### src/rtl/spi_ram_arbiter.sv
// Arbitrates a single-port RAM between SPI command frames and a local parallel port.
// Optional ARB_FIXED_PRIO_EN: the SPI job always wins ties (no round-robin state).
module spi_ram_arbiter #(
  parameter int unsigned ADDR_WIDTH = 8,
  parameter int unsigned DATA_WIDTH = 8
) (
  input  logic                  clk,
  input  logic                  rst,
  input  logic                  rx_valid,
  input  logic [DATA_WIDTH+1:0] rx_data,
  output logic                  tx_valid,
  output logic [DATA_WIDTH-1:0] tx_data,
  input  logic                  loc_req,
  input  logic                  loc_we,
  input  logic [ADDR_WIDTH-1:0] loc_addr,
  input  logic [DATA_WIDTH-1:0] loc_wdata,
  output logic                  loc_gnt,
  output logic                  loc_rvalid,
  output logic [DATA_WIDTH-1:0] loc_rdata,
  output logic                  mem_en,
  output logic                  mem_we,
  output logic [ADDR_WIDTH-1:0] mem_addr,
  output logic [DATA_WIDTH-1:0] mem_wdata,
  input  logic [DATA_WIDTH-1:0] mem_rdata,
  output logic                  spi_ovf,
  output logic                  busy
);

  typedef enum logic [1:0] {StIdle, StAccess, StRdata} state_e;

  localparam logic [1:0] CmdWrAddr = 2'b00;
  localparam logic [1:0] CmdWrite  = 2'b01;
  localparam logic [1:0] CmdRdAddr = 2'b10;
  localparam logic [1:0] CmdRead   = 2'b11;

  state_e                state_q, state_d;
  logic                  slot_full_q, slot_full_d;
  logic                  slot_we_q, slot_we_d;
  logic [ADDR_WIDTH-1:0] slot_addr_q, slot_addr_d;
  logic [DATA_WIDTH-1:0] slot_wdata_q, slot_wdata_d;
  logic [ADDR_WIDTH-1:0] wr_addr_q, wr_addr_d;
  logic [ADDR_WIDTH-1:0] rd_addr_q, rd_addr_d;
  logic                  op_we_q, op_we_d;
  logic                  op_spi_q, op_spi_d;
  logic [ADDR_WIDTH-1:0] mem_addr_q, mem_addr_d;
  logic [DATA_WIDTH-1:0] mem_wdata_q, mem_wdata_d;
  logic [DATA_WIDTH-1:0] tx_data_q, tx_data_d;
  logic                  tx_valid_q, tx_valid_d;
  logic [DATA_WIDTH-1:0] loc_rdata_q, loc_rdata_d;
  logic                  loc_rvalid_q, loc_rvalid_d;
  logic                  spi_ovf_q, spi_ovf_d;

  logic [1:0]            cmd;
  logic [DATA_WIDTH-1:0] payload;
  logic                  spi_win;
  logic                  slot_clear;
  logic                  post_ok;

  assign cmd     = rx_data[DATA_WIDTH+1:DATA_WIDTH];
  assign payload = rx_data[DATA_WIDTH-1:0];

`ifdef ARB_FIXED_PRIO_EN
  assign spi_win = slot_full_q;
`else
  // rr_spi_q records the last winner; a tie goes to the other requester.
  logic rr_spi_q, rr_spi_d;
  assign spi_win = slot_full_q && (!loc_req || !rr_spi_q);
`endif

  // The slot frees in the ACCESS cycle of an SPI op, so a frame arriving then still fits.
  assign slot_clear = (state_q == StAccess) && op_spi_q;
  assign post_ok    = !slot_full_q || slot_clear;

  always_comb begin
    state_d      = state_q;
    slot_full_d  = slot_full_q;
    slot_we_d    = slot_we_q;
    slot_addr_d  = slot_addr_q;
    slot_wdata_d = slot_wdata_q;
    wr_addr_d    = wr_addr_q;
    rd_addr_d    = rd_addr_q;
    op_we_d      = op_we_q;
    op_spi_d     = op_spi_q;
    mem_addr_d   = mem_addr_q;
    mem_wdata_d  = mem_wdata_q;
    tx_data_d    = tx_data_q;
    tx_valid_d   = 1'b0;
    loc_rdata_d  = loc_rdata_q;
    loc_rvalid_d = 1'b0;
    spi_ovf_d    = spi_ovf_q;
`ifndef ARB_FIXED_PRIO_EN
    rr_spi_d     = rr_spi_q;
`endif

    unique case (state_q)
      StIdle: begin
        if (slot_full_q || loc_req) begin
          state_d  = StAccess;
          op_spi_d = spi_win;
`ifndef ARB_FIXED_PRIO_EN
          rr_spi_d = spi_win;
`endif
          if (spi_win) begin
            op_we_d    = slot_we_q;
            mem_addr_d = slot_addr_q;
            if (slot_we_q) mem_wdata_d = slot_wdata_q;
          end else begin
            op_we_d    = loc_we;
            mem_addr_d = loc_addr;
            if (loc_we) mem_wdata_d = loc_wdata;
          end
        end
      end
      StAccess: state_d = op_we_q ? StIdle : StRdata;
      StRdata: begin
        state_d = StIdle;
        if (op_spi_q) begin
          tx_data_d  = mem_rdata;
          tx_valid_d = 1'b1;
        end else begin
          loc_rdata_d  = mem_rdata;
          loc_rvalid_d = 1'b1;
        end
      end
      default: state_d = StIdle;
    endcase

    if (slot_clear) slot_full_d = 1'b0;

    if (rx_valid) begin
      unique case (cmd)
        CmdWrAddr: wr_addr_d = payload;
        CmdRdAddr: rd_addr_d = payload;
        CmdWrite: begin
          if (post_ok) begin
            slot_full_d  = 1'b1;
            slot_we_d    = 1'b1;
            slot_addr_d  = wr_addr_q;
            slot_wdata_d = payload;
            wr_addr_d    = wr_addr_q + ADDR_WIDTH'(1);
          end else begin
            spi_ovf_d = 1'b1;
          end
        end
        CmdRead: begin
          if (post_ok) begin
            slot_full_d = 1'b1;
            slot_we_d   = 1'b0;
            slot_addr_d = rd_addr_q;
            rd_addr_d   = rd_addr_q + ADDR_WIDTH'(1);
          end else begin
            spi_ovf_d = 1'b1;
          end
        end
        default: ;
      endcase
    end
  end

  always_ff @(posedge clk) begin
    if (rst) begin
      state_q      <= StIdle;
      slot_full_q  <= 1'b0;
      slot_we_q    <= 1'b0;
      slot_addr_q  <= '0;
      slot_wdata_q <= '0;
      wr_addr_q    <= '0;
      rd_addr_q    <= '0;
      op_we_q      <= 1'b0;
      op_spi_q     <= 1'b0;
      mem_addr_q   <= '0;
      mem_wdata_q  <= '0;
      tx_data_q    <= '0;
      tx_valid_q   <= 1'b0;
      loc_rdata_q  <= '0;
      loc_rvalid_q <= 1'b0;
      spi_ovf_q    <= 1'b0;
`ifndef ARB_FIXED_PRIO_EN
      rr_spi_q     <= 1'b0;
`endif
    end else begin
      state_q      <= state_d;
      slot_full_q  <= slot_full_d;
      slot_we_q    <= slot_we_d;
      slot_addr_q  <= slot_addr_d;
      slot_wdata_q <= slot_wdata_d;
      wr_addr_q    <= wr_addr_d;
      rd_addr_q    <= rd_addr_d;
      op_we_q      <= op_we_d;
      op_spi_q     <= op_spi_d;
      mem_addr_q   <= mem_addr_d;
      mem_wdata_q  <= mem_wdata_d;
      tx_data_q    <= tx_data_d;
      tx_valid_q   <= tx_valid_d;
      loc_rdata_q  <= loc_rdata_d;
      loc_rvalid_q <= loc_rvalid_d;
      spi_ovf_q    <= spi_ovf_d;
`ifndef ARB_FIXED_PRIO_EN
      rr_spi_q     <= rr_spi_d;
`endif
    end
  end

  assign mem_en     = (state_q == StAccess);
  assign mem_we     = mem_en && op_we_q;
  assign loc_gnt    = mem_en && !op_spi_q;
  assign mem_addr   = mem_addr_q;
  assign mem_wdata  = mem_wdata_q;
  assign tx_data    = tx_data_q;
  assign tx_valid   = tx_valid_q;
  assign loc_rdata  = loc_rdata_q;
  assign loc_rvalid = loc_rvalid_q;
  assign spi_ovf    = spi_ovf_q;
  assign busy       = (state_q != StIdle);

endmodule

### config.mk
export PLATFORM = sky130hd
export DESIGN_NAME = spi_ram_arbiter
export DESIGN_NICKNAME = d
export VERILOG_FILES = /design/src/rtl/spi_ram_arbiter.sv
export SDC_FILE = /design/constraint.sdc
export NUM_CORES = 1
export LEC_CHECK = 0
export CORE_MARGIN = 10
export CORE_UTILIZATION = 50
export CTS_BUF_LIST = sky130_fd_sc_hd__clkbuf_8
export DETAILED_ROUTE_END_ITERATION = 16
export MAX_ROUTING_LAYER = met4
export PLACE_DENSITY = 0.8
export SYNTH_ARGS = -nofsm -noshare
export SYNTH_HDL_FRONTEND = slang
export SYNTH_SLANG_ARGS = --single-unit
export TNS_END_PERCENT = 10
### constraint.sdc
create_clock -name clk -period 2.2 [get_ports clk]
set_clock_uncertainty 0.2 [all_clocks]
set_input_delay 0.44 -clock clk [delete_from_list [all_inputs] [get_ports clk]]
set_output_delay 0.44 -clock clk [all_outputs]
set_load 0.01 [all_outputs]
==> metrics <==
status=finished, final reports clean; Reg2Reg Depth=4; routed vias=3080; Area Growth Syn to Fin=34.3%; Routed Antenna Nets=0; Hold Path End=slot_wdata_q[5]; Die Wd=102 um; area share of the largest cell type after synthesis=0.440; TritonCTS Buffers=9; vias per cell=around 5.7; post-CTS setup repair buffer count=0; Final Hold Viols=0; Crit path arrival time=~1.4 ns; Max Cap Viol=0; Slew headroom=0.597; CTS tree=done; Seq/Total Area, Yosys=0.440; crit share post-route=0.919; Mapped Cells=377; Hold Buf Count CTS=0; IO buf count=77; clock share of power=0.345; setup violators final=0; Syn Area/Cell=~9 um2; RR Endpoint=slot_wdata_q[0]; detailed-route DRC error count=0; number of synthesized register bits=73; startpoint types=flop; Syn Nets=approximately 420; top_reg_cell synth=dfxtp_1; Sw Share=0.278; initial antenna violation count=0; Cell Rows=29; setup TNS=0 ns; hold path depth=2; Logic pwr share=0.178; Final Max Slew Viols=0; Avg WL per Cell=17.4 um; worst slew pin tran=0.603 ns; cell-internal power=0.00220 W; min Tclk post-route=around 2.0 ns; Net count, final=500; CP Cell Sequence=nand2b_1 -> inv_1 -> and2_1 -> dlygate4sd2_1; Clock Sinks=73; maximum vdd drop=around 0.5 mV; Hold Slack=0.281 ns; switching power=about 0.00085 W; hpwl dp=~7 mm; FMAX=between 400 and 500 MHz; synth warn=0; die area=between 0.01 and 0.015 mm2; DR pass1 iterations=4; Longest Clk Path Bufs=2; synth unique cells=42; pwr dens=683 mW/mm2; CP max stage cell=dfxtp_1; Required @ worst endpoint=approximately 1.6 ns; hold crit path type=flop to flop; layout cells sized above 1=0.127; Starting Density=0.520; Post-synth EDFFs=0; worst skew pair latency=about 0.34 ns; Overflow after GRT=0; Setup CP Type=flop to output port; top cells by area, synth=dfxtp_1, mux2i_1, nor2_1; H-tree depth=3; largest net degree at the start of global routing=33; Setup crit end kind=output port; hold path start=slot_wdata_q[5]; critical-path maximum fanout=5; r2r setup slk=about 0.34 ns; Lkg Pwr=1.69 nW; FF-to-FF Start=rr_spi_q; RSZ-0062 raised after global routing=no; core area=roughly 0.0064 mm2; mapped cell area=0.00332 mm2; num ports=between 70 and 80; Antenna diodes=0; clock root cell=clkbuf_8; area leader, netlist=dfxtp_1; sequential share of power=0.477; Clk pin slew, worst setup/hold paths=~0.080 ns; Die H=between 100 and 150 um; Total GRT Usage=0.185; drt initial violations=257; Async SR Flop Fraction=0; Placer Congestion=about 0.94; utilization after layout=0.699; final wirelength=~9.4 mm; vias in the first global route=roughly 3000; first-pass GRT wire length=between 10 and 15 mm; Largest stage delay, worst path=approximately 0.4 ns
## stage by stage
| stage | instances | cell area [um2] | power [W] | setup WS [ns] |
|---|---|---|---|---|
| floorplan | 377 | 3320 | 0.00176 | 0.358 |
| global placement | 525 | 4260 | 0.00201 | 0.0574 |
| detailed placement | 525 | 4260 | 0.00203 | 0.0141 |
| CTS | 541 | 4450 | 0.00306 | 0.0210 |
| global route | 541 | 4460 | 0.00317 | 0.0887 |
| finish | 541 | 4460 | 0.00305 | 0.178 |
## per-layer routing
metal	vias up	wire length (um)	GRT usage
met2	115	4230	0.270
met3	15	679	0.0497
met1	1440	4310	0.240
met4	0	180	0.0675
met5	-	0	-
li1	1510	-	-
## state kept, by name (all words and copies together), names as in the netlist
| register | cells |
|---|---|
| loc_rdata | 8 |
| slot_addr_q | 8 |
| rd_addr_q | 8 |
| slot_we_q | 1 |
| mem_addr | 8 |
| op_we_q | 1 |
| mem_wdata | 8 |
| slot_wdata_q | 8 |
| state_q | 2 |
| wr_addr_q | 8 |
| tx_valid | 1 |
| spi_ovf | 1 |
| rr_spi_q | 1 |
| loc_rvalid | 1 |
| slot_full_q | 1 |
| tx_data | 8 |
## timing repair
item,in CTS,in global routing
resized for setup,2,3
endpoints found under the setup margin,1,3
cloned,0,0
## cells by family after synthesis
kind of cell / Yosys count / share of synthesized area
simple gates: 137 / 0.190
compound gates: 101 / 0.211
flops: 73 / 0.440
mux: 36 / 0.110
buf+inv: 28 / 0.0414
fa+ha+maj: 2 / 0.00753
## Yosys cell counts (3+ instances only)
cell / number
a22o_1: 3
clkbuf_1: 13
o21a_1: 3
o21ai_0: 25
nand2_1: 35
nor3_1: 7
inv_1: 3
and2_1: 9
nand3_1: 16
nand2b_1: 3
nor2_1: 50
a211oi_1: 9
mux2i_1: 34
a21oi_1: 31
dfxtp_1: 73
buf_2: 5
a211oi_2: 9
a32o_1: 3
buf_1: 3
buf_6: 3
a311oi_1: 10
nor2b_1: 4
## power groups by stage
stage / clock, W / combinational, W / sequential, W
after floorplan: 0 / 0.000279 / 0.00148
after global placement: 0 / 0.000533 / 0.00148
after detailed placement: 0 / 0.000545 / 0.00148
after CTS: 0.00106 / 0.000547 / 0.00145
after global routing: 0.00111 / 0.000593 / 0.00146
final: 0.00105 / 0.000543 / 0.00145
## layout make-up
class	count	area [um2]
multi-input cells	276	1730
clock buffers	9	124
repair buffers	96	965
inverters	3	11.3
clock inverters	7	71.3
fillers	509	1920
well taps	77	96.3
flip-flops and latches	73	1460
## how the worst max path moves through the flow
stage | startpoint | endpoint | slack, ns | depth (start not counted)
final | state_q[1] | mem_we | 0.18 | 4
after global routing | state_q[1] | mem_we | 0.09 | 4
after CTS | state_q[1] | loc_gnt | 0.02 | 3
after detailed placement | rx_data[8] | rd_addr_q[1] | 0.01 | 6
after global placement | loc_req | mem_wdata[7] | 0.06 | 5
after floorplan | slot_full_q | mem_wdata[0] | 0.36 | 7
## cell usage in the layout, fill, tap and decap left out, drive strengths merged, types with 16 or more instances in the layout
| master | count |
|---|---|
| a211oi | 18 |
| a21oi | 32 |
| buf | 20 |
| clkdlybuf4s50 | 72 |
| dfxtp | 73 |
| mux2i | 34 |
| nand2 | 35 |
| nand3 | 16 |
| nor2 | 51 |
| o21ai | 25 |
## worst max-delay path: cells and delay by family, from the launching register on
family                 cells  cell delay (ns)
DFF                        1             0.39
buffers and inverters      2             0.34
and+or+nand+nor            2             0.31
Power figures use the tool's default switching activity.
